**src/rtl/fphub_div_sequencer_if.sv**
```systemverilog
// Request, special-result, divider-core and response signals of the HUB divider front end.
// The sequencer uses the master view; the surrounding datapath uses the slave view.
interface fphub_div_sequencer_if #(
   parameter int M            = 23,
   parameter int E            = 8,
   parameter int SPECIAL_CASE = 7
);
   localparam int W  = E + M + 1;
   localparam int CW = $clog2(SPECIAL_CASE);

   logic          in_valid;
   logic          in_ready;
   logic [W-1:0]  in_x;
   logic [W-1:0]  in_y;
   logic [CW-1:0] spec_x_case;
   logic [CW-1:0] spec_y_case;
   logic [W-1:0]  spec_x;
   logic [W-1:0]  spec_y;
   logic [W-1:0]  spec_result;
   logic          core_start;
   logic [W-1:0]  core_x;
   logic [W-1:0]  core_y;
   logic          core_done;
   logic [W-1:0]  core_result;
   logic          out_valid;
   logic          out_ready;
   logic [W-1:0]  out_result;
   logic          out_special;
   logic          out_timeout;

   modport master (
      input  in_valid, in_x, in_y, spec_result, core_done, core_result, out_ready,
      output in_ready, spec_x_case, spec_y_case, spec_x, spec_y,
             core_start, core_x, core_y, out_valid, out_result, out_special, out_timeout
   );

   modport slave (
      output in_valid, in_x, in_y, spec_result, core_done, core_result, out_ready,
      input  in_ready, spec_x_case, spec_y_case, spec_x, spec_y,
             core_start, core_x, core_y, out_valid, out_result, out_special, out_timeout
   );
endinterface

```
**src/rtl/fphub_div_sequencer.sv**
```systemverilog
// Front-end sequencer of the HUB divider: classifies an operand pair, then either takes the
// special-result unit's answer or runs the iterative core under a timeout, returning one result.
module fphub_div_sequencer #(
   parameter int M            = 23,
   parameter int E            = 8,
   parameter int SPECIAL_CASE = 7,
   parameter int TIMEOUT      = 64
) (
   input logic                   clk,
   input logic                   rst_n,
   fphub_div_sequencer_if.master bus
);
   localparam int W  = E + M + 1;
   localparam int CW = $clog2(SPECIAL_CASE);

   localparam logic [CW-1:0] C_NONE   = CW'(0);
   localparam logic [CW-1:0] C_INF_P  = CW'(1);
   localparam logic [CW-1:0] C_INF_N  = CW'(2);
   localparam logic [CW-1:0] C_ZERO_P = CW'(3);
   localparam logic [CW-1:0] C_ZERO_N = CW'(4);
   localparam logic [CW-1:0] C_ONE_P  = CW'(5);
   localparam logic [CW-1:0] C_ONE_N  = CW'(6);
   localparam logic [E-1:0]  EXP_ONE  = {1'b1, {(E-1){1'b0}}};
   localparam logic [7:0]    TIMEOUT_LOAD = 8'(TIMEOUT);

   typedef enum logic [2:0] {
      S_IDLE, S_DECIDE, S_SPECIAL, S_START, S_WAIT, S_RESP
   } state_t;

   state_t        state_reg, state_next;
   logic          run_reg;
   logic [W-1:0]  x_reg, y_reg, result_reg;
   logic [CW-1:0] x_case_reg, y_case_reg;
   logic [7:0]    cnt_reg;
   logic          special_reg, timeout_reg;

   logic [1:0][W-1:0]  operand;
   logic [1:0][CW-1:0] op_case;
   logic               bypass;
   logic               in_ready_c, core_start_c, out_valid_c;

   assign operand = {bus.in_y, bus.in_x};

   genvar gi;
   generate
      for (gi = 0; gi < 2; gi++) begin : g_classify
         logic          sign;
         logic [E-1:0]  ex;
         logic [M-1:0]  man;
         logic [CW-1:0] cls;

         assign sign = operand[gi][W-1];
         assign ex   = operand[gi][W-2:M];
         assign man  = operand[gi][M-1:0];

         always_comb begin
            cls = C_NONE;
            if (&ex && &man)
               cls = sign ? C_INF_N : C_INF_P;
            else if (ex == '0 && man == '0)
               cls = sign ? C_ZERO_N : C_ZERO_P;
            else if (ex == EXP_ONE && man == '0)
               cls = sign ? C_ONE_N : C_ONE_P;
         end

         assign op_case[gi] = cls;
      end
   endgenerate

   // A unit dividend still needs the core unless the divisor is special too.
   assign bypass = (x_case_reg >= C_INF_P && x_case_reg <= C_ZERO_N) || (y_case_reg != C_NONE);

   always_ff @(posedge clk or negedge rst_n) begin
      if (!rst_n) state_reg <= S_IDLE;
      else        state_reg <= state_next;
   end

   always_comb begin
      state_next   = state_reg;
      in_ready_c   = 1'b0;
      core_start_c = 1'b0;
      out_valid_c  = 1'b0;
      case (state_reg)
         S_IDLE: begin
            in_ready_c = run_reg;
            if (run_reg && bus.in_valid) state_next = S_DECIDE;
         end
         S_DECIDE:  state_next = bypass ? S_SPECIAL : S_START;
         S_SPECIAL: state_next = S_RESP;
         S_START: begin
            core_start_c = 1'b1;
            state_next   = S_WAIT;
         end
         S_WAIT:    if (bus.core_done || cnt_reg == 8'd1) state_next = S_RESP;
         S_RESP: begin
            out_valid_c = 1'b1;
            if (bus.out_ready) state_next = S_IDLE;
         end
         default:   state_next = S_IDLE;
      endcase
   end

   // run_reg keeps in_ready low until the first clock after reset release.
   always_ff @(posedge clk or negedge rst_n) begin
      if (!rst_n) begin
         run_reg     <= 1'b0;
         x_reg       <= '0;
         y_reg       <= '0;
         x_case_reg  <= '0;
         y_case_reg  <= '0;
         cnt_reg     <= '0;
         result_reg  <= '0;
         special_reg <= 1'b0;
         timeout_reg <= 1'b0;
      end else begin
         run_reg <= 1'b1;
         case (state_reg)
            S_IDLE: begin
               if (in_ready_c && bus.in_valid) begin
                  x_reg      <= bus.in_x;
                  y_reg      <= bus.in_y;
                  x_case_reg <= op_case[0];
                  y_case_reg <= op_case[1];
               end
            end
            S_SPECIAL: begin
               result_reg  <= bus.spec_result;
               special_reg <= 1'b1;
               timeout_reg <= 1'b0;
            end
            S_START: cnt_reg <= TIMEOUT_LOAD;
            S_WAIT: begin
               cnt_reg <= cnt_reg - 8'd1;
               if (bus.core_done) begin
                  result_reg  <= bus.core_result;
                  special_reg <= 1'b0;
                  timeout_reg <= 1'b0;
               end else if (cnt_reg == 8'd1) begin
                  result_reg  <= '1;
                  special_reg <= 1'b0;
                  timeout_reg <= 1'b1;
               end
            end
            default: ;
         endcase
      end
   end

   assign bus.in_ready    = in_ready_c;
   assign bus.core_start  = core_start_c;
   assign bus.out_valid   = out_valid_c;
   assign bus.spec_x_case = x_case_reg;
   assign bus.spec_y_case = y_case_reg;
   assign bus.spec_x      = x_reg;
   assign bus.spec_y      = y_reg;
   assign bus.core_x      = x_reg;
   assign bus.core_y      = y_reg;
   assign bus.out_result  = result_reg;
   assign bus.out_special = special_reg;
   assign bus.out_timeout = timeout_reg;
endmodule
```
**src/flat_wrapper.sv**
```systemverilog
// flat-port wrapper written by rule: the top's interface ports become plain ports
module fphub_div_sequencer_flat 
#(
   parameter int M            = 23,
   parameter int E            = 8,
   parameter int SPECIAL_CASE = 7,
   parameter int TIMEOUT      = 64
)
  (clk, rst_n, bus_in_valid, bus_in_x, bus_in_y, bus_spec_result, bus_core_done, bus_core_result, bus_out_ready, bus_in_ready, bus_spec_x_case, bus_spec_y_case, bus_spec_x, bus_spec_y, bus_core_start, bus_core_x, bus_core_y, bus_out_valid, bus_out_result, bus_out_special, bus_out_timeout);
  fphub_div_sequencer_if #(.M(M), .E(E), .SPECIAL_CASE(SPECIAL_CASE)) bus_i ();
  input logic clk;
  input logic rst_n;
  input wire logic [$bits(bus_i.in_valid)-1:0] bus_in_valid;
  input wire logic [$bits(bus_i.in_x)-1:0] bus_in_x;
  input wire logic [$bits(bus_i.in_y)-1:0] bus_in_y;
  input wire logic [$bits(bus_i.spec_result)-1:0] bus_spec_result;
  input wire logic [$bits(bus_i.core_done)-1:0] bus_core_done;
  input wire logic [$bits(bus_i.core_result)-1:0] bus_core_result;
  input wire logic [$bits(bus_i.out_ready)-1:0] bus_out_ready;
  output wire logic [$bits(bus_i.in_ready)-1:0] bus_in_ready;
  output wire logic [$bits(bus_i.spec_x_case)-1:0] bus_spec_x_case;
  output wire logic [$bits(bus_i.spec_y_case)-1:0] bus_spec_y_case;
  output wire logic [$bits(bus_i.spec_x)-1:0] bus_spec_x;
  output wire logic [$bits(bus_i.spec_y)-1:0] bus_spec_y;
  output wire logic [$bits(bus_i.core_start)-1:0] bus_core_start;
  output wire logic [$bits(bus_i.core_x)-1:0] bus_core_x;
  output wire logic [$bits(bus_i.core_y)-1:0] bus_core_y;
  output wire logic [$bits(bus_i.out_valid)-1:0] bus_out_valid;
  output wire logic [$bits(bus_i.out_result)-1:0] bus_out_result;
  output wire logic [$bits(bus_i.out_special)-1:0] bus_out_special;
  output wire logic [$bits(bus_i.out_timeout)-1:0] bus_out_timeout;
  assign bus_i.in_valid = bus_in_valid;
  assign bus_i.in_x = bus_in_x;
  assign bus_i.in_y = bus_in_y;
  assign bus_i.spec_result = bus_spec_result;
  assign bus_i.core_done = bus_core_done;
  assign bus_i.core_result = bus_core_result;
  assign bus_i.out_ready = bus_out_ready;
  assign bus_in_ready = bus_i.in_ready;
  assign bus_spec_x_case = bus_i.spec_x_case;
  assign bus_spec_y_case = bus_i.spec_y_case;
  assign bus_spec_x = bus_i.spec_x;
  assign bus_spec_y = bus_i.spec_y;
  assign bus_core_start = bus_i.core_start;
  assign bus_core_x = bus_i.core_x;
  assign bus_core_y = bus_i.core_y;
  assign bus_out_valid = bus_i.out_valid;
  assign bus_out_result = bus_i.out_result;
  assign bus_out_special = bus_i.out_special;
  assign bus_out_timeout = bus_i.out_timeout;
  fphub_div_sequencer #(.M(M), .E(E), .SPECIAL_CASE(SPECIAL_CASE), .TIMEOUT(TIMEOUT)) u_core (.clk(clk), .rst_n(rst_n), .bus(bus_i));
endmodule
```
**config.mk**
```make
export PLATFORM = sky130hd
export DESIGN_NAME = fphub_div_sequencer_flat
export DESIGN_NICKNAME = d
export VERILOG_FILES = /design/src/rtl/fphub_div_sequencer_if.sv /design/src/rtl/fphub_div_sequencer.sv /design/src/flat_wrapper.sv
export SDC_FILE = /design/constraint.sdc
export NUM_CORES = 1
export LEC_CHECK = 0
export CORE_MARGIN = 5
export CORE_UTILIZATION = 35
export DETAILED_ROUTE_END_ITERATION = 8
export GPL_ROUTABILITY_DRIVEN = 1
export HOLD_SLACK_MARGIN = 0.1
export PLACE_DENSITY = 0.86
export RECOVER_POWER = 25
export SYNTH_ARGS = -nofsm -noshare
export SYNTH_HDL_FRONTEND = slang
export SYNTH_SLANG_ARGS = --single-unit
```
**constraint.sdc**
```tcl
create_clock -name clk -period 1.8 [get_ports clk]
set_input_delay 0.54 -clock clk [delete_from_list [all_inputs] [get_ports clk]]
set_output_delay 0.54 -clock clk [all_outputs]
set_load 0.005 [all_outputs]
```
==> Word level (Yosys, flattened, before mapping) <==
Index checks and enable logic that the tools add are counted.
{ "totals": {"reg_bits": 116, "inputBits": 133, "output_inout_bits": 171, "elab_cells": 81} }
{ "classes": {"n_addsub": 1, "magnitude_cmp": 2, "n_eq_ne": 12, "n_mux": 30, "n_reduce_logical": 26} }
{ "ops": {"columns": ["cell", "count"], "rows": [
  ["32-bit 2-to-1 mux", 2],
  ["32-bit case mux with 2 select lines", 1],
  ["23-bit logical NOT", 2],
  ["23-bit AND reduction", 2],
  ["3-bit 2-to-1 mux", 11],
  ["3-bit case mux with 6 select lines", 1],
  ["8-bit == test, second input constant", 2],
  ["8-bit logical NOT", 2],
  ["8-bit case mux with 2 select lines", 1],
  ["8-bit AND reduction", 2],
  ["1-bit logical AND", 9],
  ["8-bit by 1-bit == test with 1-bit output, second input constant", 1],
  ["1-bit 2-to-1 mux", 8],
  ["2-bit 2-to-1 mux", 4],
  ["8-bit by 1-bit subtractor with 8-bit output, second input constant", 1],
  ["3-bit by 2-bit == test with 1-bit output, second input constant", 2],
  ["3-bit == test, second input constant", 2],
  ["2-bit by 1-bit != test with 1-bit output, second input constant", 2],
  ["1-bit case mux with 2 select lines", 2],
  ["2-bit AND reduction", 2],
  ["2-bit nonzero test", 2],
  ["3-bit by 1-bit == test with 1-bit output, second input constant", 1],
  ["3-bit by 1-bit >= comparator with 1-bit output, second input constant", 1],
  ["3-bit <= comparator, second input constant", 1],
  ["6 further kinds", 7]
]} }

==> Logic depth before layout (Yosys ltp) <==
Gate-level depths: netlist (run 1).
{ "depth": {"depth_word": 5, "ltp_mapped": 8, "depth_no_buf": 6} }

==> Worst setup path before layout (run 1) <==
OpenSTA, ideal clock, no wires.
{ "synth_path": {"path_type": "in2reg", "startpoint": "input port bus_in_x[9]", "endpoint": "register u_core.x_case_reg[0], in the netlist u_core.bus.spec_x_case[0]", "setup_ps": 64, "arrival_ps": 1686, "t_required_ps": 1736, "path_slack_ps": 50, "cell_stages": 5, "n_path_buf": 0, "cell_sequence": "or4_1 > nor3_1 > nand4_1 > a211oi_1 > a21o_1"} }
{ "synth_between": {"elab_chain_len": 5, "word_cells_on_any_way": 8} }
{ "synth_lines": {"columns": ["item", "line", "text"], "rows": [
  ["start, declared", "flat_wrapper.sv:14", "input wire logic [$bits(bus_i.in_x)-1:0] bus_in_x;"],
  ["23-bit logical NOT", "fphub_div_sequencer.sv:60, fphub_div_sequencer.sv:62", null],
  ["1-bit logical AND", "fphub_div_sequencer.sv:62", "else if (ex == EXP_ONE && man == '0)"],
  ["3-bit 2-to-1 mux", "fphub_div_sequencer.sv:62", null],
  ["3-bit 2-to-1 mux", "fphub_div_sequencer.sv:60", "else if (ex == '0 && man == '0)"],
  ["3-bit 2-to-1 mux *", "fphub_div_sequencer.sv:58", "if (&ex && &man)"],
  ["end signal, assigned", "fphub_div_sequencer.sv:122", "x_case_reg <= op_case[0];"],
  ["end, declared", "fphub_div_sequencer.sv:33", "logic [CW-1:0] x_case_reg, y_case_reg;"]
]} }
Every way passes the cells marked *; elsewhere a longest branch is shown, timed or not.
A chain may end at the register's enable or synchronous reset.

==> Worst setup path after layout (run 1) <==
{ "layout_path": {"startpoint": "register u_core.state_reg[0]", "endpoint": "output port bus_in_ready"} }
{ "layout_between": {"elab_chain_len": 2} }
{ "layout_lines": {"columns": ["item", "line", "text"], "rows": [
  ["start, declared", "fphub_div_sequencer.sv:30", "state_t state_reg, state_next;"],
  ["start signal, assigned", "fphub_div_sequencer.sv:75", "else state_reg <= state_next;"],
  ["3-bit logical NOT", "fphub_div_sequencer.sv:83", "case (state_reg)"],
  ["1-bit 2-to-1 mux", "fphub_div_sequencer.sv:83", null],
  ["end, declared", "flat_wrapper.sv:20", "output wire logic [$bits(bus_i.in_ready)-1:0] bus_in_ready;"]
]} }
No other way between the ends.

==> results of run 1 <==
[path summary, 6_finish.rpt]
path / startpoint / slack (ps) / endpoint / depth (start not counted)
max: u_core.state_reg[0] / -140 / bus_in_ready / 3
min: bus_in_y[20] / 460 / u_core.bus.core_y[20] / 2
max reg2reg: u_core.state_reg[0] / -120 / u_core.bus.core_x[13] / 8
min reg2reg: u_core.bus.out_result[5] / 480 / u_core.bus.out_result[5] / 2
max in group asynchronous: rst_n / 320 / u_core.bus.core_x[11] / 3
min in group asynchronous: rst_n / 700 / u_core.bus.core_y[0] / 2
[cell families after synthesis]
family,after synthesis,share of synthesized area
simple gates,161,0.156
flops,116,0.509
buf+inv,97,0.112
compound gates,91,0.0874
mux,66,0.130
fa+ha+maj,2,0.00439
other cells,1,0.000658
xor+xnor,1,0.00154
[cell type report]
cell class | instances | area share
timing repair buffer | 450 | 0.399
sequential | 116 | 0.272
tap | 216 | 0.0252
clock inverter | 8 | 0.00923
multi-input combinational | 324 | 0.246
inverter | 4 | 0.00234
clock buffer | 23 | 0.0465
[power groups by stage]
| stage | registers [W] | clock network (W) | logic (W) |
|---|---|---|---|
| after floorplan | 0.00475 | 0 | 0.00305 |
| after CTS | 0.00468 | 0.00345 | 0.00689 |
| after global placement | 0.00480 | 0 | 0.00698 |
| final | 0.00479 | 0.00341 | 0.00825 |
| after global routing | 0.00495 | 0.00359 | 0.00879 |
| after detailed placement | 0.00486 | 0 | 0.00719 |
[placed cells by master, fill, tap and decap left out, types with 6 or more instances in the layout]
| cell type | instances |
|---|---|
| nor4_2 | 15 |
| dfrtp_1 | 112 |
| mux2_2 | 31 |
| nand4_1 | 16 |
| nand2_4 | 6 |
| clkdlybuf4s50_1 | 108 |
| nor4_1 | 6 |
| clkbuf_16 | 24 |
| nand2_1 | 44 |
| o21ai_1 | 31 |
| nand3_1 | 8 |
| mux2_4 | 30 |
| dlygate4sd2_1 | 174 |
| buf_6 | 20 |
| nor2_1 | 12 |
| buf_4 | 108 |
| dlymetal6s2s_1 | 16 |
| nand3b_1 | 32 |
| o21ai_0 | 37 |
| buf_12 | 9 |
| o21ai_2 | 6 |
[through the flow]
| stage | setup WS [ps] | util | power, W |
|---|---|---|---|
| 2_1_floorplan | 49.7 | - | 0.00779 |
| 3_3_place_gp | -502 | 0.571 | 0.0118 |
| 3_5_place_dp | -600 | 0.571 | 0.0121 |
| 4_1_cts | -165 | 0.624 | 0.0150 |
| 5_1_grt | -224 | 0.671 | 0.0173 |
| 6_report | -142 | 0.671 | 0.0164 |
[what timing repair did]
| action | CTS | global route |
|---|---|---|
| hold buffers | 1 | 0 |
| pin swaps | 16 | 41 |
| resized for setup | 217 | 113 |
| hold endpoints to repair | 19 | 0 |
| cloned | 0 | 13 |
| buffers inserted | 44 | 13 |
| endpoints found under the setup margin | 211 | 82 |
[metal layers]
layer  up-vias  global-route usage  wire, um
met4         0              0.0898       793
li1       2610                   -         -
met5         -                   0         0
met1      2857               0.240      8750
met2       229               0.374     12200
met3        63              0.0464      1270
==> metrics, run 1 <==
Max Freq=515 MHz; final period utilization=1.08; EDFF count, synth=0; Inserted Clock Buffers=17; # port buffers=303; Sink Count=116; final count of pins violating max slew=0; Worst path max stage delay=a little over 400 ps; fillcell total=1166; Clk Latency, worst-skew pair=420 ps; CTS root buffer=clkbuf_16; max cap viols=0; Via density=5.05; RSZ-0062 raised after global routing=yes; share of total power in the clock network=0.207; family with the most delay on the worst path=flip-flops; final hold viol count=0; Critical-path top delay cell=dfrtp_2; first-pass GRT wire length=30600 um; Worst Skew=9.94 ps; H-tree levels=4; Warnings, synthesis=0; Worst Hold Class=in2reg; Post-DP HPWL=14900 um; Layout area overhead=87.8%; post-synthesis sequential area ratio=0.509; hold slack=457 ps; final worst slack=-142 ps; Fin Setup TNS=-4830 ps; Worst Path Max Fanout=3; Vias=5759; final cell count without fillers=1141; mean post-synth cell area=10.7 sq um; DRC violations left=0; sequential power share=0.291; ANT nets after route=0; top cells by area, synth=dfrtp_1 (51%), buf_4 (8.4%), mux2_1 (6.3%); CP startpoint kind=flip-flop; internal power=0.0110 W; layout net count=approximately 1000; most common library cells after synthesis=dfrtp_1 (116), buf_4 (64), nand2_1 (56), o21ai_0 (39), o21ai_1 (35); largest net degree at the start of global routing=42; sw power=0.00548 W; gr usage total=0.210; area post-placement=9100 sq um; final setup fails=98; Distinct cells, synth=42; final wirelength=23000 um; post-synth top area cell=dfrtp_1; initial core utilization=0.357; FFs w/ async S/R, synth=1.00; critical path type=reg2out; Syn Inst Count=535; antenna cell count=0; core area=about 16000 sq um; number of global-route vias before repair=5698; power density over the cells=1540 nW/um^2; most common cell in the netlist=dfrtp_1; clock slew at reported path FFs=50 ps; fin area=around 11000 sq um; FF+latch count, synth=116; Cell Area, Synth=between 5000 and 6000 sq um; share of cells above drive strength 1=0.322; top_reg_cell synth=dfrtp_1; Worst VDD drop=0.000871 V; gpl congestion=0.895; logic gate share of total power=0.501; Multi-input gate area=approximately 2600 sq um; Sw Share=0.334; CP cell instances=buf_6 -> nor4b_4 -> buf_2; DR WL/cell=20.2 um; Required @ worst endpoint=1260 ps; critical path capture point type=output port; failing checks=negative setup slack; minimum clock period=1940 ps; Data arrival, critical path=1400 ps; DP Cell Count=1040; relative slew slack=0.614; total gr overflow=0; status=complete, but fails checks; # rows=46; die area=18900 sq um; Synth top area share=0.509; CTS tree=done; clock tree buffer depth=2; Buf+Inv Stages, Crit Path=2; leak pwr=5.17 nW; Die X=138 um; Mapped Nets=670; DRT Pass-1 Iters=4; die height=138 um; initial antenna violation count=0; Sequential cell area=2910 sq um; Initial DRC Count=around 330; Tightest Pin Transition=579 ps; # IOs=304
Power figures use the tool's default switching activity.
==> run 2: changes to the inputs <==
--- a/config.mk
+++ b/config.mk
@@ -14,2 +14,3 @@
 export RECOVER_POWER = 25
+export SKIP_CTS_REPAIR_TIMING = 1
 export SYNTH_ARGS = -nofsm -noshare
==> constraint.sdc (replaced) <==
create_clock -name clk -period 1.8 [get_ports clk]
set_input_delay 0.45 -clock clk [delete_from_list [all_inputs] [get_ports clk]]
set_output_delay 0.45 -clock clk [all_outputs]
set_load 0.005 [all_outputs]
==> run 2 against run 1 <==
The flow still finishes with violations (negative setup slack). Largest cell class unchanged. First-iteration DRC count shrank 3.1%. Routed wire length fell by 14%. Register-to-register slack better by 90 ps.
==> metrics, run 2 (synthesized netlist as in run 1, its figures left out) <==
core area=15900 sq um (unchanged); failing checks=negative setup slack (unchanged); status=complete, but fails checks (unchanged); # rows=46 (unchanged); initial core utilization=0.357 (unchanged); Fin Setup TNS=-218 ps (was -4830 ps); CP startpoint kind=input pin (was flip-flop); Required @ worst endpoint=2150 ps (was 1260 ps); initial antenna violation count=0 (unchanged); Tot Pwr=0.0157 W (was 0.0164 W); Clk Latency, worst-skew pair=410 ps (was 420 ps); clock slew at reported path FFs=50 ps (about the same); die area=18900 sq um (unchanged); clock tree buffer depth=2 (unchanged); worst slack at placement=-508 ps (was -600 ps); # IOs=304 (unchanged); H-tree levels=4 (unchanged); largest net degree at the start of global routing=45 (was 42); final wirelength=19800 um (was 23000 um); Worst Skew=5.75 ps (was 9.94 ps); final worst slack=-76.2 ps (was -142 ps); layout net count=988 (was 1048); relative slew slack=0.521 (was 0.614); Via density=4.91 (was 5.05); final setup fails=6 (was 98); final period utilization=1.04 (was 1.08); hold slack=397 ps (was 457 ps); antenna cell count=0 (unchanged); Worst path max stage delay=530 ps (was 410 ps); die height=138 um (unchanged); final count of pins violating max slew=0 (unchanged); area post-placement=9010 sq um (was 9100 sq um); Worst Path Max Fanout=2 (was 3); critical path capture point type=flip-flop (was output port); max cap viols=0 (unchanged); RSZ-0062 raised after global routing=yes (unchanged); DRC violations left=0 (unchanged); Critical-path top delay cell=clkdlybuf4s50_1 (was dfrtp_2); Max Freq=533 MHz (was 515 MHz); Tightest Pin Transition=718 ps (was 579 ps); commonest non-fill, non-tap cell in the layout=clkdlybuf4s50_1 (was dlygate4sd2_1); Layout area overhead=76.5% (was 87.8%); leak pwr=4.81 nW (was 5.17 nW); CP cell instances=clkdlybuf4s50_1 -> buf_4 -> nand4_1 -> nor4_1 -> nand2_1 -> a211oi_2 -> a21o_1 (was buf_6 -> nor4b_4 -> buf_2); Worst Hold Class=in2reg (unchanged); gr usage total=0.196 (was 0.210); family with the most delay on the worst path=simple AND/OR/NAND/NOR gates (was flip-flops); CTS tree=done (unchanged); fin area=10100 sq um (was 10700 sq um); CTS root buffer=clkbuf_16 (unchanged); total gr overflow=0 (unchanged); Buf+Inv Stages, Crit Path=2 (unchanged); Sink Count=116 (unchanged); Inserted Clock Buffers=17 (unchanged); # port buffers=303 (unchanged); power density over the cells=1560 nW/um^2 (was 1540 nW/um^2); Initial DRC Count=317 (was 327); final hold viol count=0 (unchanged); ANT nets after route=0 (unchanged); DR WL/cell=18.3 um (was 20.2 um); Worst VDD drop=0.000927 V (was 0.000871 V); share of cells above drive strength 1=0.205 (was 0.322); Data arrival, critical path=2220 ps (was 1400 ps); number of global-route vias before repair=5484 (was 5698); minimum clock period=1880 ps (was 1940 ps); most frequent cells in the layout=clkdlybuf4s50_1 (239), dfrtp_1 (114), buf_4 (77) (was dlygate4sd2_1 (174), dfrtp_1 (112), clkdlybuf4s50_1 (108), buf_4 (108), nand2_1 (44)); DRT Pass-1 Iters=5 (was 4); Post-DP HPWL=14900 um (about the same); critical path type=in2reg (was reg2out); gpl congestion=0.880 (was 0.895); Die X=138 um (unchanged); fillcell total=1206 (was 1166); first-pass GRT wire length=28600 um (was 30600 um); Vias=5303 (was 5759)
-- run 2: cell count changes in the layout (fill, tap and decap cells not counted), sizes merged, moves of 2 or more --
cell | previous run | this run
dlygate4sd2 | 174 | 0
clkdlybuf4s50 | 108 | 239
buf | 142 | 90
dlymetal6s2s | 16 | 61
clkbuf | 31 | 23
bufinv | 2 | 4
-- run 2: path summary, 6_finish.rpt --
path,from,endpoint,slack [ps],cells past startpoint
min in group asynchronous,rst_n,u_core.bus.core_y[7],660,2
hold reg to reg,u_core.bus.out_result[22],u_core.bus.out_result[22],480,2
max in group asynchronous,rst_n,u_core.bus.out_result[15],440,3
setup / recovery,bus_in_y[23],u_core.bus.spec_y_case[0],-80,7
hold / removal,bus_in_y[28],u_core.bus.core_y[28],400,2
setup reg to reg,u_core.state_reg[0],u_core.bus.core_y[29],-30,7
-- run 2: layout make-up --
| class | count | area [sq um] | area share |
|---|---|---|---|
| clock inverters | 9 | 151 | 0.0150 |
| well taps | 216 | 270 | 0.0269 |
| multi-input cells | 322 | 2300 | 0.229 |
| repair buffers | 392 | 3940 | 0.392 |
| inverters | 4 | 15.0 | 0.00149 |
| clock buffers | 22 | 474 | 0.0471 |
| flip-flops and latches | 116 | 2910 | 0.289 |
-- run 2: power by group --
part,internal (W),switching [W],leakage [nW]
clock network,0.00241,0.00118,0.306
registers,0.00385,0.000992,1.42
logic,0.00465,0.00261,3.09
-- run 2: per-stage QoR --
stage,util,std cells
6_report,0.631,1081
5_1_grt,0.631,1081
4_1_cts,0.604,1064
3_5_place_dp,0.565,1033
3_3_place_gp,0.565,1033
2_1_floorplan,-,535
-- run 2: metal layers --
metal / vias up / track usage / part of all wire
li1: 2493 / - / -
met1: 2575 / 0.226 / 0.37
met2: 194 / 0.336 / 0.54
met3: 41 / 0.0526 / 0.063
met4: 0 / 0.0953 / 0.028
met5: - / 0 / 0
